`src/rtl/core_pkg.sv`:
```
// Shared definitions for the Thumb core: micro-op codes, sequencer states
// and fault codes used by the sequencer and Decode.
package core_pkg;

  localparam logic [4:0] UOP_NOP = 5'd0;
  localparam logic [4:0] UOP_ADD = 5'd1;
  localparam logic [4:0] UOP_SUB = 5'd2;
  localparam logic [4:0] UOP_EOR = 5'd4;
  localparam logic [4:0] UOP_CMP = 5'd5;
  localparam logic [4:0] UOP_LSL = 5'd6;
  localparam logic [4:0] UOP_MOV = 5'd8;
  localparam logic [4:0] UOP_STR = 5'd9;
  localparam logic [4:0] UOP_LDR = 5'd10;

  localparam logic [1:0] FC_NONE     = 2'd0;
  localparam logic [1:0] FC_UNDEF    = 2'd1;
  localparam logic [1:0] FC_FETCH_TO = 2'd2;
  localparam logic [1:0] FC_MEM_TO   = 2'd3;

  typedef enum logic [2:0] {
    ST_FETCH  = 3'd0,
    ST_DECODE = 3'd1,
    ST_EXEC   = 3'd2,
    ST_MEM    = 3'd3,
    ST_WB     = 3'd4,
    ST_FAULT  = 3'd5
  } seq_state_e;

  // ALU micro-ops that write a result register and the flags.
  function automatic logic uop_is_alu_wb(input logic [4:0] uop);
    logic hit;
    case (uop)
      UOP_ADD, UOP_SUB, UOP_EOR, UOP_LSL, UOP_MOV: hit = 1'b1;
      default:                                     hit = 1'b0;
    endcase
    return hit;
  endfunction

endpackage

```
`src/rtl/ack_timeout.sv`:
```
// 8-bit wait counter for a req/ack handshake; flags expiry at LIMIT wait cycles.
module ack_timeout #(
  parameter int unsigned LIMIT = 255
) (
  input  logic clk,
  input  logic rst,
  input  logic clear_i,
  input  logic en_i,
  output logic expired_o
);

  localparam logic [7:0] LIMIT_C = 8'(LIMIT);

  logic [7:0] cnt_q, cnt_d;

  assign expired_o = (cnt_q == LIMIT_C);

  // Clear dominates; counting stops once the limit is reached.
  always_comb begin
    cnt_d = cnt_q;
    if (clear_i) begin
      cnt_d = 8'd0;
    end else if (en_i && !expired_o) begin
      cnt_d = cnt_q + 8'd1;
    end else begin
      cnt_d = cnt_q;
    end
  end

  always_ff @(posedge clk or posedge rst) begin
    if (rst) begin
      cnt_q <= 8'd0;
    end else begin
      cnt_q <= cnt_d;
    end
  end

endmodule

```
`src/rtl/core_sequencer.sv`:
```
// Multi-cycle control FSM of the Thumb core: instruction fetch, decode hand-off,
// ALU/regfile/dmem strobe sequencing, PC ownership and fault capture.
module core_sequencer
  import core_pkg::*;
#(
  parameter logic [31:0] RESET_PC    = 32'h0000_0000,
  parameter int unsigned MEM_TIMEOUT = 255
) (
  input  logic        clk,
  input  logic        rst,
  input  logic        run,
  output logic        fetch_req,
  output logic [31:0] fetch_addr,
  input  logic        fetch_ack,
  input  logic [15:0] fetch_data,
  output logic [15:0] instr,
  input  logic [4:0]  dec_uop,
  input  logic        dec_explose,
  output logic        alu_en,
  output logic        rf_we,
  output logic        flags_we,
  output logic        mem_req,
  output logic        mem_we,
  input  logic        mem_ack,
  input  logic        branch_taken,
  input  logic [31:0] branch_target,
  output logic [31:0] pc,
  output logic        retire,
  output logic        idle,
  output logic        fault,
  output logic [1:0]  fault_code
);

  seq_state_e  state_q, state_d;
  logic [31:0] pc_q, pc_d;
  logic [15:0] instr_q, instr_d;
  logic [1:0]  fault_code_q, fault_code_d;
  logic        mem_we_q, mem_we_d;
  logic        fetch_busy_q, fetch_busy_d;

  logic        fetch_req_s, mem_req_s, alu_en_s, rf_we_s, flags_we_s, retire_s, idle_s;
  logic        tmo_clear_s, tmo_en_s, tmo_expired_s;
  logic [31:0] pc_inc_s;

  assign pc_inc_s = pc_q + 32'd2;

  // Next-state, PC and strobe decode.
  always_comb begin
    state_d      = state_q;
    pc_d         = pc_q;
    instr_d      = instr_q;
    fault_code_d = fault_code_q;
    mem_we_d     = mem_we_q;
    fetch_req_s  = 1'b0;
    mem_req_s    = 1'b0;
    alu_en_s     = 1'b0;
    rf_we_s      = 1'b0;
    flags_we_s   = 1'b0;
    retire_s     = 1'b0;
    idle_s       = 1'b0;
    case (state_q)
      ST_FETCH: begin
        // Once issued, a fetch stays up regardless of run.
        if (run || fetch_busy_q) begin
          fetch_req_s = 1'b1;
          if (fetch_ack) begin
            instr_d = fetch_data;
            state_d = ST_DECODE;
          end else if (tmo_expired_s) begin
            fault_code_d = FC_FETCH_TO;
            state_d      = ST_FAULT;
          end else begin
            state_d = ST_FETCH;
          end
        end else begin
          idle_s = 1'b1;
        end
      end
      ST_DECODE: begin
        state_d = ST_EXEC;
      end
      ST_EXEC: begin
        if (dec_explose) begin
          fault_code_d = FC_UNDEF;
          state_d      = ST_FAULT;
        end else if (uop_is_alu_wb(dec_uop)) begin
          alu_en_s   = 1'b1;
          rf_we_s    = 1'b1;
          flags_we_s = 1'b1;
          retire_s   = 1'b1;
          pc_d       = pc_inc_s;
          state_d    = ST_FETCH;
        end else begin
          case (dec_uop)
            UOP_CMP: begin
              alu_en_s   = 1'b1;
              flags_we_s = 1'b1;
              retire_s   = 1'b1;
              pc_d       = pc_inc_s;
              state_d    = ST_FETCH;
            end
            UOP_STR, UOP_LDR: begin
              alu_en_s = 1'b1;
              mem_we_d = (dec_uop == UOP_STR);
              state_d  = ST_MEM;
            end
            UOP_NOP: begin
              retire_s = 1'b1;
              pc_d     = branch_taken ? {branch_target[31:1], 1'b0} : pc_inc_s;
              state_d  = ST_FETCH;
            end
            default: begin
              fault_code_d = FC_UNDEF;
              state_d      = ST_FAULT;
            end
          endcase
        end
      end
      ST_MEM: begin
        mem_req_s = 1'b1;
        if (mem_ack) begin
          if (mem_we_q) begin
            retire_s = 1'b1;
            pc_d     = pc_inc_s;
            state_d  = ST_FETCH;
          end else begin
            state_d = ST_WB;
          end
        end else if (tmo_expired_s) begin
          fault_code_d = FC_MEM_TO;
          state_d      = ST_FAULT;
        end else begin
          state_d = ST_MEM;
        end
      end
      ST_WB: begin
        rf_we_s  = 1'b1;
        retire_s = 1'b1;
        pc_d     = pc_inc_s;
        state_d  = ST_FETCH;
      end
      ST_FAULT: begin
        state_d = ST_FAULT;
      end
      default: begin
        fault_code_d = FC_UNDEF;
        state_d      = ST_FAULT;
      end
    endcase
    fetch_busy_d = (state_d == ST_FETCH) && fetch_req_s;
  end

  // The wait counter restarts on every state change and counts unanswered requests.
  assign tmo_clear_s = (state_d != state_q);
  assign tmo_en_s    = (fetch_req_s && !fetch_ack) || (mem_req_s && !mem_ack);

  ack_timeout #(
    .LIMIT(MEM_TIMEOUT)
  ) u_ack_timeout (
    .clk      (clk),
    .rst      (rst),
    .clear_i  (tmo_clear_s),
    .en_i     (tmo_en_s),
    .expired_o(tmo_expired_s)
  );

  // Sequencer state registers.
  always_ff @(posedge clk or posedge rst) begin
    if (rst) begin
      state_q      <= ST_FETCH;
      pc_q         <= RESET_PC;
      instr_q      <= 16'h0000;
      fault_code_q <= FC_NONE;
      mem_we_q     <= 1'b0;
      fetch_busy_q <= 1'b0;
    end else begin
      state_q      <= state_d;
      pc_q         <= pc_d;
      instr_q      <= instr_d;
      fault_code_q <= fault_code_d;
      mem_we_q     <= mem_we_d;
      fetch_busy_q <= fetch_busy_d;
    end
  end

  // Reset drops an in-flight fetch immediately even with run held high.
  assign fetch_req  = fetch_req_s && !rst;
  assign fetch_addr = pc_q;
  assign instr      = instr_q;
  assign alu_en     = alu_en_s;
  assign rf_we      = rf_we_s;
  assign flags_we   = flags_we_s;
  assign mem_req    = mem_req_s;
  assign mem_we     = mem_req_s && mem_we_q;
  assign pc         = pc_q;
  assign retire     = retire_s;
  assign idle       = idle_s;
  assign fault      = (state_q == ST_FAULT);
  assign fault_code = fault_code_q;

endmodule

```
`config.mk`:
```
export PLATFORM = sky130hd
export DESIGN_NAME = core_sequencer
export DESIGN_NICKNAME = d
export VERILOG_FILES = /design/src/rtl/core_pkg.sv /design/src/rtl/ack_timeout.sv /design/src/rtl/core_sequencer.sv
export SDC_FILE = /design/constraint.sdc
export NUM_CORES = 1
export LEC_CHECK = 0
export CAP_MARGIN = 20
export CORE_MARGIN = 5
export CORE_UTILIZATION = 45
export CTS_CLUSTER_DIAMETER = 200
export DETAILED_ROUTE_END_ITERATION = 8
export GPL_TIMING_DRIVEN = 0
export HOLD_SLACK_MARGIN = 0.06
export PLACE_DENSITY = 0.83
export SYNTH_ARGS = -nofsm -noshare
export SYNTH_HDL_FRONTEND = slang
export SYNTH_HIERARCHICAL = 1
export SYNTH_SLANG_ARGS = --single-unit
```
`constraint.sdc`:
```
create_clock -name clk -period 4.1 [get_ports clk]
set_input_delay 0.41 -clock clk [delete_from_list [all_inputs] [get_ports clk]]
set_output_delay 0.41 -clock clk [all_outputs]
set_load 0.01 [all_outputs]
```
Word-level counts from Yosys, hierarchy flattened. Index checks and enable logic that the tools add are counted.

Bitwise gates (word level): 3. Shift-type cells: 0. Add/sub/neg operators: 2. Divide/modulo/power cells: 0. Magnitude comparators: 0. Reduce and logical (&&, ||, !) cells: 27. Equal/unequal tests: 26. $mul: 0. Mux-type cells: 53.

Operators with widths (number): two-way mux 32 bit (5); one-hot mux 32 bit (3 select lines) (1); one-hot mux 32 bit (2 select lines) (1); adder 32 x 2 -> 32 bit (second input constant) (1); two-way mux 3 bit (8); two-way mux 1 bit (23); two-way mux 2 bit (8); two-way mux 8 bit (2); equality test 5 x 3 -> 1 bit (second input constant) (3); equality test 5 x 4 -> 1 bit (second input constant) (3); one-hot mux 3 bit (5 select lines) (1); != test 2 bit (second input constant) (6); adder 8 x 1 -> 8 bit (second input constant) (1); equality test 8 bit (second input constant) (1); one-hot mux 2 bit (4 select lines) (1); AND reduction 8 bit (1); equality test 3 x 2 -> 1 bit (second input constant) (2); equality test 3 bit (second input constant) (2); logical AND 1 bit (6); zero test 3 bit (2); != test 3 bit (second input constant) (2); one-hot mux 3 bit (2 select lines) (1); OR reduction 3 bit (2); equality test 5 x 1 -> 1 bit (second input constant) (1); 19 further kinds (27).

Register bits: 63. Word-level logic and storage cells: 118. Memories: 0. Memory bits (writable): 0. Output and inout port bits: 91. Input port bits: 60. Bits in read-only memories: 0. Bits in latches: 0.

Longest topological paths before layout.
Depth in word-level cells: 10. Gate-level depth with buffers: 12. Mapped depth without buffers: 10.

By module. The synthesis kept the hierarchy.

By module, submodules not included: core_sequencer (cells each 408, area each 3598.5 µm², times used 1, sequential area each 1351.3 µm²); ack_timeout (cells each 48, area each 491.7 µm², times used 1, sequential area each 200.2 µm²).

Worst setup path after synthesis. Ideal clock, no wire load.

Kind: register to register. Start: reg u_ack_timeout.cnt_q[0]. End: reg u_ack_timeout.cnt_q[1]. Required time: 4.021 ns. Path buffers: 2. Library setup time: 0.079 ns. Stages on the path, launching flop included: 13. Arrival: 2.265 ns. Slack: 1.755 ns. Clock period less this slack: 2.345 ns. Path through: dfrtp_1 -> ha_1 -> and3_1 -> buf_2 -> and2_2 -> nor2_1 -> a21oi_1 -> a21oi_1 -> a2bb2oi_1 -> nand3_1 -> dlymetal6s2s_1 -> nand2b_1 -> mux2i_1.

Word-level cells in the longest chain between the ends: 7. Elaborated cells between the ends (all ways): 14. Those cells by class: add/sub (1); eq/ne (2); mux (8); reduce/logical (3).

RTL lines: start, declared (RTL line ack_timeout.sv:14) `logic [7:0] cnt_q, cnt_d;`; start signal, assigned (RTL line ack_timeout.sv:34) `cnt_q <= cnt_d;`; equality test 8 bit (*) (RTL line ack_timeout.sv:16) `assign expired_o = (cnt_q == LIMIT_C);`; named net tmo_expired_s (RTL line core_sequencer.sv:42) `logic tmo_clear_s, tmo_en_s, tmo_expired_s;`; two-way mux 3 bit (RTL line core_sequencer.sv:69) `end else if (tmo_expired_s) begin`; two-way mux 3 bit (RTL line core_sequencer.sv:66) `if (fetch_ack) begin`; two-way mux 3 bit (RTL line core_sequencer.sv:64) `if (run || fetch_busy_q) begin`; one-hot mux 3 bit (5 select lines) (*) (RTL line core_sequencer.sv:61) `case (state_q)`; != test 3 bit (*) (RTL line core_sequencer.sv:154) `assign tmo_clear_s = (state_d != state_q);`; named net tmo_clear_s (RTL line core_sequencer.sv:42); two-way mux 8 bit or nonzero test 2 bit (tied branches).

Mark *: on every way through the listed nets, which the timed path passes. The rest lies on a longest branch. The select of a mux whose other input is x is not followed. A chain may end at the register's enable or synchronous reset.

Final worst setup path.
Start: in dec_uop[2]. End: out retire.

Word-level cells in the longest chain between the ends: 8. Elaborated cells between the ends (all ways): 16. Those cells by class: eq/ne (6); mux (7); reduce/logical (3).

RTL lines: start, declared (RTL line core_sequencer.sv:17) `input logic [4:0] dec_uop,`; equality test 5 x 1 -> 1 bit (tied with other cells) (RTL line core_pkg.sv:32) `case (uop)`; OR reduction 5 bit (RTL line core_pkg.sv:32); two-way mux 1 bit (RTL line core_pkg.sv:32); two-way mux 1 bit (RTL line core_sequencer.sv:83) `if (dec_explose) begin`; two-way mux 1 bit (RTL line core_sequencer.sv:61); two-way mux 1 bit (*) (RTL line core_sequencer.sv:86) `end else if (uop_is_alu_wb(dec_uop)) begin`; two-way mux 1 bit (*) (RTL line core_sequencer.sv:83); one-hot mux 1 bit (3 select lines) (*) (RTL line core_sequencer.sv:61); end, declared (RTL line core_sequencer.sv:28) `output logic retire,`.

Every way passes the cells marked *; elsewhere a longest branch is shown, timed or not. The select of a mux whose other input is x is not followed.

==> out/metrics.cfg <==
[status]
outcome = finished clean

[pwr]
leakage_nw = 2.54
ir_drop_uv = 217
p_per_area_nw_per_um2 = 237
p_total_mw = 1.41

[worst_setup_path]
critPathLaunch = dec_uop[2]
worstSetupPathType = in -> out
cp-start-kind = primary input
end_kind = output pin
r2r_start = u_ack_timeout/cnt_q[0]
rr_worst_depth = 12
required_ns = 3.69
crit_arrival_ns = 2.68
cp_max_fo = 10

[cts]
numCtsBuffers = 9
clock_path_buffers = 2
path_clk_slew_ns = 0.08
clock_latency_ns = 0.34
root_buffer = clkbuf_8
postCtsSetupBuffers = 0
cts_tree = yes
cts_hold_buf = 0
ctsResizeCount = 0
htree_levels = 3
cts_num_sinks = 62

[synth]
synth_warnings = 6
netlist_area_sq_um = 4090
synth-xor-area-share_pct = 0.642
synth_adder_area_share_pct = 0.612
synth_cells = 456
synth_top_family_by_area = simple AND/OR/NAND/NOR gates
synth_compound_area_share_pct = 20.6
yosysSeqAreaShare_pct = 37.9
ys_ff_latch = 62
synth_edf_count = 0
synth-simple-area-share_pct = 23.2
synth.distinct_cells = 63
avgSynthCellArea_sq_um = 8.97
async_flop_share_pct = 100
synth_mux_area_share_pct = 6.15
synthFlopType = dfrtp_1

[placement]
dp_hpwl_mm = 9.70
globalplace.congestion = 0.950
dp.cells = 710
io_buffers = 144

[drt]
vias = 4272
via_per_inst = 5.88
first_pass_iters = 6
drt_iter0_markers = 254
drc = 0
routed_wl_mm = 13.0
wire_per_inst_microns = 17.9
postRouteAntennaNets = 0

[flow_run]
cap_violations = 0

[sta]
timing.fmax_ghz = 0.323
max_slew_margin_pct = 61.6
period_minus_slack_ns = 3.09
fin_skew_ns = 0.0128
rsz0062_at_grt = false
setup_viol = 0
final-hold-violation-count = 0
maxSlewViolCount = 0
tns_ns = 0
fin_crit_sh_pct = 75.4
tightest_slew_ns = 0.576

[floorplanning]
die_h_microns = 105
rows = 34
start_util_pct = 46.4
coreArea_sq_um = 8810
ios = 151
die_x_microns = 105
die_area_sq_um = 11100

[grt]
antenna_found_initial = 0
grtUsageTotal_pct = 23.0
grt_max_degree = 35
gr-total-overflow = 0
grt_pass1_vias = 4218
grt_pass1_wl_mm = 21.0

[finish]
instances_no_fill = 726
area_growth_pct = 45.4
multi_input_area_sq_um = 2100
regArea_sq_um = 1550
antenna_cells = 0
fill_cells = 735
drive_above_1_share_pct = 16.3
num-nets-final = 675

[worst_hold_path]
hp-class = in -> async

worst max-delay path, stage by stage:
cell             delay [ns]
clkdlybuf4s50_1        0.57
o21ai_1                0.26
nand4_1                0.13
and3_1                 0.18
buf_2                  0.18
inv_4                  0.12
buf_2                  0.24
clkdlybuf4s50_1        0.58
cell type report:
cell class | instances | area share (%)
multi-input cells | 326 | 35.3
flip-flops and latches | 62 | 26.1
plain buffers | 63 | 7.03
clock buffers | 11 | 2.55
repair buffers | 145 | 24.6
inverters | 6 | 0.421
well taps | 108 | 2.27
clock inverters | 5 | 1.75
power breakdown:
part	internal [mW]	switching, mW	total (mW)
Combinational	0.0591	0.0421	0.101
Sequential	0.611	0.000397	0.612
Clock	0.439	0.260	0.698
worst paths after layout:
path	to	slack, ns
min reg2reg	fault_code[1]	0.49
min	u_ack_timeout/cnt_q[7]	0.42
max in group asynchronous	fetch_addr[16]	3.06
min in group clk	mem_we_q	0.43
max	retire	1.01
max reg2reg	u_ack_timeout/cnt_q[1]	1.33
registers in the layout, summed over array words and instances (netlist names):
signal,flops
state_q,3
fetch_busy_q,1
u_ack_timeout/cnt_q,8
fetch_addr,31
fault_code,2
mem_we_q,1
instr,16
kinds of logic after synthesis:
family | after synthesis
AND/OR/NAND/NOR | 167
XOR/XNOR | 3
multiplexers | 22
other | 1
flip-flops | 62
adder cells (fa/ha/maj) | 2
buffers and inverters | 69
AO/OA/AOI/OAI | 130
synthesized netlist by cell type (all sizes together), types with 3 or more instances:
cell | count | area (sq um)
a211oi | 4 | 35.0
dfrtp | 62 | 1550
and3 | 10 | 62.6
and2 | 5 | 32.5
buf | 51 | 364
nand2 | 40 | 150
nor2 | 26 | 97.6
a31oi | 10 | 62.6
o21ai | 23 | 115
clkbuf | 11 | 41.3
inv | 6 | 25.0
a21oi | 45 | 229
o2bb2a | 4 | 40.0
nor3b | 4 | 35.0
nor3 | 12 | 60.1
nor2b | 5 | 31.3
or3b | 3 | 28.8
mux2i | 3 | 30.0
xor2 | 3 | 26.3
nand4 | 14 | 100
a22o | 5 | 43.8
a2bb2oi | 7 | 61.3
nand2b | 7 | 43.8
and4 | 10 | 87.6
mux2 | 19 | 221
o22ai | 14 | 87.6
o22a | 4 | 35.0
nand3 | 22 | 110
through the flow:
step | utilization (%) | cell area, sq um | hold WS [ns] | setup WS, ns
6_report | 67.5 | 5950 | 0.418 | 1.01
5_1_grt | 67.5 | 5950 | 0.443 | 0.878
4_1_cts | 67.5 | 5950 | 0.409 | 1.03
3_5_place_dp | 64.6 | 5690 | 0.482 | 1.02
3_3_place_gp | 64.4 | 5670 | 0.481 | 1.06
2_1_floorplan | - | 4090 | 0.226 | 1.76
layer usage:
| layer | up-vias | part of all wire [%] | track usage [%] |
|---|---|---|---|
| met2 | 267 | 50 | 39.8 |
| met4 | 0 | 2.4 | 8.90 |
| met3 | 31 | 9.6 | 5.13 |
| li1 | 1962 | - | - |
| met1 | 2012 | 38 | 27.7 |
| met5 | - | 0 | 0 |
layout by cell type (no fill, tap or decap), drive strengths merged, types with 3 or more instances in the layout:
master           n
nand2b           7
o21ai           23
or3b             3
dfrtp           62
buf             52
mux2            19
a21oi           45
nand3           22
clkbuf          22
a211oi           4
xor2             3
bufinv           3
clkdlybuf4s50  144
o22ai           14
a22o             5
nor2            26
nand2           40
a2bb2oi          7
nor3            12
nand4           14
nor2b            5
mux2i            3
nor3b            4
and3            10
a31oi           10
and2             5
o22a             4
inv              7
and4            10
o2bb2a           4
(Power assumes the default switching activity.)
